===== config.mk =====
export PLATFORM = sky130hd
export DESIGN_NAME = instr_encoder
export DESIGN_NICKNAME = d
export VERILOG_FILES = /design/src/rtl/instr_encoder.sv
export SDC_FILE = /design/constraint.sdc
export NUM_CORES = 1
export LEC_CHECK = 0
export CAP_MARGIN = 20
export CORE_UTILIZATION = 45
export CTS_CLUSTER_DIAMETER = 150
export DETAILED_ROUTE_END_ITERATION = 12
export PLACE_DENSITY = 0.75
export SYNTH_ARGS = -nofsm -noshare
export SYNTH_HDL_FRONTEND = slang
export SYNTH_SLANG_ARGS = --single-unit

===== constraint.sdc =====
create_clock -name clk_i -period 4.9 [get_ports clk_i]
set_clock_uncertainty 0.15 [all_clocks]
set_input_delay 1.225 -clock clk_i [delete_from_list [all_inputs] [get_ports clk_i]]
set_output_delay 1.225 -clock clk_i [all_outputs]
set_load 0.05 [all_outputs]

===== src/rtl/instr_encoder.sv =====
// Packs decoded instruction fields into RV32I machine words over valid/ready streams.
// LI expands to ADDI, or LUI plus an optional ADDI held in a pending register.
module instr_encoder #(
    parameter int COUNT_W = 16
) (
    input  logic               clk_i,
    input  logic               rst_ni,
    input  logic               in_valid_i,
    output logic               in_ready_o,
    input  logic [3:0]         kind_i,
    input  logic [4:0]         rd_i,
    input  logic [4:0]         rs1_i,
    input  logic [4:0]         rs2_i,
    input  logic [2:0]         funct3_i,
    input  logic [6:0]         funct7_i,
    input  logic [31:0]        imm_i,
    output logic               out_valid_o,
    input  logic               out_ready_i,
    output logic [31:0]        instr_o,
    output logic               illegal_o,
    output logic [COUNT_W-1:0] count_o
);

    // state  | meaning
    // S_IDLE | output register empty or holding a single word
    // S_PEND | second LI word waiting in r_pend
    typedef enum logic {S_IDLE, S_PEND} state_t;

    localparam logic [6:0] OP_R      = 7'b0110011;
    localparam logic [6:0] OP_I      = 7'b0010011;
    localparam logic [6:0] OP_LOAD   = 7'b0000011;
    localparam logic [6:0] OP_STORE  = 7'b0100011;
    localparam logic [6:0] OP_BRANCH = 7'b1100011;
    localparam logic [6:0] OP_LUI    = 7'b0110111;
    localparam logic [6:0] OP_AUIPC  = 7'b0010111;
    localparam logic [6:0] OP_JAL    = 7'b1101111;
    localparam logic [6:0] OP_JALR   = 7'b1100111;

    state_t               r_state;
    state_t               w_state_nxt;
    logic [31:0]          r_instr;
    logic [31:0]          r_pend;
    logic                 r_out_valid;
    logic                 r_illegal;
    logic [COUNT_W-1:0]   r_count;

    logic                 w_in_ready;
    logic                 w_accept;
    logic                 w_hs;
    logic [31:0]          w_word0;
    logic [31:0]          w_word1;
    logic                 w_two;
    logic                 w_legal;
    logic                 w_li_fits;
    logic [19:0]          w_li_hi;

    assign w_in_ready = (r_state == S_IDLE) && (!r_out_valid || out_ready_i);
    assign w_accept   = in_valid_i && w_in_ready;
    assign w_hs       = r_out_valid && out_ready_i;

    // Rounding up by imm[11] compensates for the ADDI sign-extending its low 12 bits.
    assign w_li_fits = (&imm_i[31:11]) || !(|imm_i[31:11]);
    assign w_li_hi   = imm_i[31:12] + {19'd0, imm_i[11]};

    always_comb begin
        w_word0 = '0;
        w_word1 = '0;
        w_two   = 1'b0;
        w_legal = 1'b1;
        case (kind_i)
            4'd0: w_word0 = {funct7_i, rs2_i, rs1_i, funct3_i, rd_i, OP_R};
            4'd1: begin
                if (funct3_i == 3'b001 || funct3_i == 3'b101)
                    w_word0 = {funct7_i, imm_i[4:0], rs1_i, funct3_i, rd_i, OP_I};
                else
                    w_word0 = {imm_i[11:0], rs1_i, funct3_i, rd_i, OP_I};
            end
            4'd2: w_word0 = {imm_i[11:0], rs1_i, funct3_i, rd_i, OP_LOAD};
            4'd3: w_word0 = {imm_i[11:5], rs2_i, rs1_i, funct3_i, imm_i[4:0], OP_STORE};
            4'd4: w_word0 = {imm_i[12], imm_i[10:5], rs2_i, rs1_i, funct3_i,
                             imm_i[4:1], imm_i[11], OP_BRANCH};
            4'd5: w_word0 = {imm_i[31:12], rd_i, OP_LUI};
            4'd6: w_word0 = {imm_i[31:12], rd_i, OP_AUIPC};
            4'd7: w_word0 = {imm_i[20], imm_i[10:1], imm_i[11], imm_i[19:12], rd_i, OP_JAL};
            4'd8: w_word0 = {imm_i[11:0], rs1_i, 3'b000, rd_i, OP_JALR};
            4'd9: begin
                if (w_li_fits) begin
                    w_word0 = {imm_i[11:0], 5'd0, 3'b000, rd_i, OP_I};
                end else begin
                    w_word0 = {w_li_hi, rd_i, OP_LUI};
                    w_word1 = {imm_i[11:0], rd_i, 3'b000, rd_i, OP_I};
                    w_two   = |imm_i[11:0];
                end
            end
            default: w_legal = 1'b0;
        endcase
    end

    always_comb begin
        w_state_nxt = r_state;
        case (r_state)
            S_IDLE: if (w_accept && w_legal && w_two) w_state_nxt = S_PEND;
            S_PEND: if (w_hs) w_state_nxt = S_IDLE;
            default: w_state_nxt = S_IDLE;
        endcase
    end

    always_ff @(posedge clk_i or negedge rst_ni) begin
        if (!rst_ni) begin
            r_state <= S_IDLE;
        end else begin
            r_state <= w_state_nxt;
        end
    end

    always_ff @(posedge clk_i or negedge rst_ni) begin
        if (!rst_ni) begin
            r_instr     <= '0;
            r_pend      <= '0;
            r_out_valid <= 1'b0;
            r_illegal   <= 1'b0;
            r_count     <= '0;
        end else begin
            r_illegal <= w_accept && !w_legal;
            if (w_hs) r_count <= r_count + 1'b1;
            if (w_accept && w_legal) begin
                r_instr     <= w_word0;
                r_out_valid <= 1'b1;
                if (w_two) r_pend <= w_word1;
            end else if (w_hs) begin
                if (r_state == S_PEND) r_instr <= r_pend;
                else r_out_valid <= 1'b0;
            end
        end
    end

    assign in_ready_o  = w_in_ready;
    assign out_valid_o = r_out_valid;
    assign instr_o     = r_instr;
    assign illegal_o   = r_illegal;
    assign count_o     = r_count;

endmodule


==> flow_metrics.py <==
metrics = {
    "cells_and_area": {
        "fillers": 799,
        "antenna_cells": 0,
        "nNetsFinal": 651,
        "final_area_mm2": 0.005832,
        "syn_to_final_growth_pct": 34.05,
        "drive_gt1_share_pct": 10.39,
    },
    "min_path": {
        "whs_path_depth": 1,
        "hold_start": "count_o[15]$_DFFE_PN0P_",
        "min_to": "count_o[15]$_DFFE_PN0P_",
        "hp-class": "reg2reg",
    },
    "place": {
        "gp_congestion": 0.9926,
        "io_buffers": 115,
        "place_area_mm2": 0.005634,
        "dp_hpwl_mm": 10.51,
    },
    "sta": {
        "rsz0062_at_grt": "false",
        "setup_violations": 0,
        "hold_viol": 0,
        "final_max_slew_viol_count": 0,
        "max_freq_mhz": 237.8,
        "setup-tns-final_ns": 0,
        "period_share_pct": 85.84,
        "layout_min_cycle_time_ns": 4.206,
        "worst_pin_slew_ns": 0.8819,
        "slew_headroom_pct": 41.04,
    },
    "yosys": {
        "synth-edff-count": 0,
        "synth_top_area_share_pct": 39.11,
        "synthTopCellsByArea": "dfrtp_1, xnor2_1, a21oi_1",
        "yosysUniqueCellTypes": 58,
        "async_reset_ff_share_pct": 100.0,
        "synth_seq_cells": 68,
        "yosys.area.top_type": "dfrtp_1",
        "ys_dominant_reg_cell": "dfrtp_1",
        "synthCells": 470,
        "ys_warn_count": 0,
        "synthesis.area_mm2": 0.004350,
        "synth_fp_nets": 539,
        "yosysSeqAreaShare_pct": 39.11,
        "synth.avg_cell_area_um2": 9.256,
    },
    "floorplanning": {
        "die_height_um": 100.3,
        "coreArea_mm2": 0.009284,
        "rows": 35,
        "start_util_pct": 46.86,
        "dieArea_mm2": 0.01007,
        "die_x_um": 100.3,
        "io_pins": 116,
    },
    "route": {
        "wire_per_inst_um": 19.23,
        "dr.pass1.iters": 6,
        "postRouteAntennaNets": 0,
        "detail_route.iter0.violations": 393,
        "num_vias": 4306,
        "wl_mm": 13.77,
        "drc": 0,
        "via_per_inst": 6.014,
    },
    "cts": {
        "clk_latency_ns": 0.34,
        "htreeDepth": 3,
        "clkTransAtPathRegs_ns": 0.07,
        "cts_hold_buf": 0,
        "tritoncts": "done",
        "clkSinkCount": 68,
        "post_cts_buffers": 0,
        "cts_root_buf": "clkbuf_8",
        "cts_buffers": 9,
        "ctsResizeCount": 0,
        "ctsLongestPathBuffers": 2,
    },
    "power": {
        "pwr-share-comb_pct": 51.8,
        "ir_drop_mv": 0.3701,
        "clock_power_share_pct": 16.6,
        "power_density_mw_per_mm2": 487.7,
        "seq_power_share_pct": 31.7,
        "swShare_pct": 45.74,
        "p_switching_mw": 1.301,
        "p_int_mw": 1.543,
        "p_leak_nw": 2.400,
    },
    "critical_path": {
        "critical_path_class": "in2out",
        "reg2reg_from": "r_state$_DFF_PN0_",
        "startpoint_type": "input port",
        "path_max_fanout": 7,
        "cp-end-kind": "primary output",
        "reg2reg_depth": 5,
        "r2r_end": "r_pend[23]$_DFFE_PN0P_",
        "crit_start": "out_ready_i",
        "crit_arrival_ns": 2.83,
        "r2r_setup_slack_ns": 2.75,
        "worstPathRequired_ns": 3.52,
    },
    "job": {
        "maxCapViolations": 0,
    },
    "global_route": {
        "first_global_vias": 4154,
        "grt_use_total_pct": 28.26,
        "grt.overflow.total": 0,
        "grt_pass1_wl_mm": 21.89,
        "grt_max_degree": 36,
        "antenna_found_initial": 0,
    },
    "outcome": {
        "status": "complete, no violations",
    },
}
[how the worst max path moves through the flow]
| stage | endpoint | slack (ns) |
|---|---|---|
| floorplan | in_ready_o | 1.49 |
| global placement | in_ready_o | 0.72 |
| detailed placement | r_pend[15]$_DFFE_PN0P_ | 0.64 |
| CTS | in_ready_o | 0.70 |
| global route | in_ready_o | 0.61 |
| finish | in_ready_o | 0.69 |
[flip-flops by register name, summed over array words and instances, names as in the netlist]
signal       cells
count_o         16
illegal_o        1
instr_o         31
out_valid_o      1
r_pend          18
r_state          1
[placed cells by master (no fill, tap or decap), types with 3 or more instances in the layout]
master           Yosys  final
mux2_2              12     12
nand2_1             49     49
a22oi_1              8      8
nor4_1               5      5
a31oi_1              8      8
a21oi_1             38     38
clkdlybuf4s50_1      0    114
clkbuf_8             0      9
buf_4                1     17
inv_1                7      7
o21ai_0             18     18
dfrtp_1             68     68
nor2_1              23     23
o22ai_1              4      4
xnor2_1             25     25
a222oi_1             3      3
nand4_1              9      9
and3_1              12     12
nand3_1             26     26
and4_1               4      4
a211oi_1             7      7
a22o_1               3      3
a221oi_1            12     12
a221o_1              9      9
xor2_1              10     10
ha_1                 4      4
nand2b_1             3      3
o211ai_1             3      3
a21o_1               3      3
mux2i_1             13     13
nor3_1               9      9
nor2b_1              5      5
mux2_4               8      8
[layout make-up]
cell class / instances / area [um^2] / share of cell area (%)
clock buffers: 9 / 123.9 / 2.124
clock inverters: 7 / 73.82 / 1.266
flip-flops and latches: 68 / 1702 / 29.18
inverters: 7 / 26.28 / 0.4505
well taps: 129 / 161.4 / 2.768
multi-input cells: 364 / 2471 / 42.37
repair buffers: 132 / 1274 / 21.84
[cells in the mapped netlist, types with 10 or more instances]
library cell	count
and3_1	12
xnor2_1	25
xor2_1	10
dfrtp_1	68
nand3_1	26
mux2i_1	13
mux2_2	12
nand2_1	49
o21ai_0	18
nor2_1	23
a21oi_1	38
clkbuf_1	17
a221oi_1	12
[worst max-delay path: stages]
cell	delay, ns
clkdlybuf4s50_1	0.58
inv_1	0.08
a21oi_1	0.14
clkdlybuf4s50_1	0.81
[logic make-up (layout without fill, tap and decap cells)]
logic type	Yosys count	count (layout)	synth area share, %
simple gates	164	164	19.76
xor+xnor	35	35	7.046
fa+ha+maj	4	4	1.150
mux	33	33	8.858
flops	68	68	39.11
compound gates	128	128	19.99
buf+inv	38	155	4.084
[layer usage]
metal | GRT usage (%) | wire (um) | vias up
met5 | 0 | 0 | -
met4 | 9.588 | 345 | 0
met3 | 5.780 | 1142 | 32
met2 | 45.63 | 6379 | 258
met1 | 37.78 | 5900 | 2030
li1 | - | - | 1986
[stage by stage]
stage          setup slack (ns)  util (%)  hold WS [ns]  power (mW)  cells
2_1_floorplan             1.489         -        0.2834       1.836    470
3_3_place_gp             0.7183     60.69        0.2970       2.362    700
3_5_place_dp             0.6356     60.69        0.3047       2.379    700
4_1_cts                  0.6955     62.82        0.3207       2.856    716
5_1_grt                  0.6063     62.82        0.3422       2.978    716
6_report                 0.6941     62.82        0.3178       2.844    716
[power by group through the flow]
| stage | Sequential (mW) | Combinational, mW | Clock, mW |
|---|---|---|---|
| 2_1_floorplan | 1.40 | 0.436 | 0 |
| 3_3_place_gp | 0.904 | 1.46 | 0 |
| 3_5_place_dp | 0.909 | 1.47 | 0 |
| 4_1_cts | 0.900 | 1.48 | 0.480 |
| 5_1_grt | 0.924 | 1.55 | 0.503 |
| 6_report | 0.901 | 1.47 | 0.471 |
No activity file was read; power rests on OpenSTA's default activity.
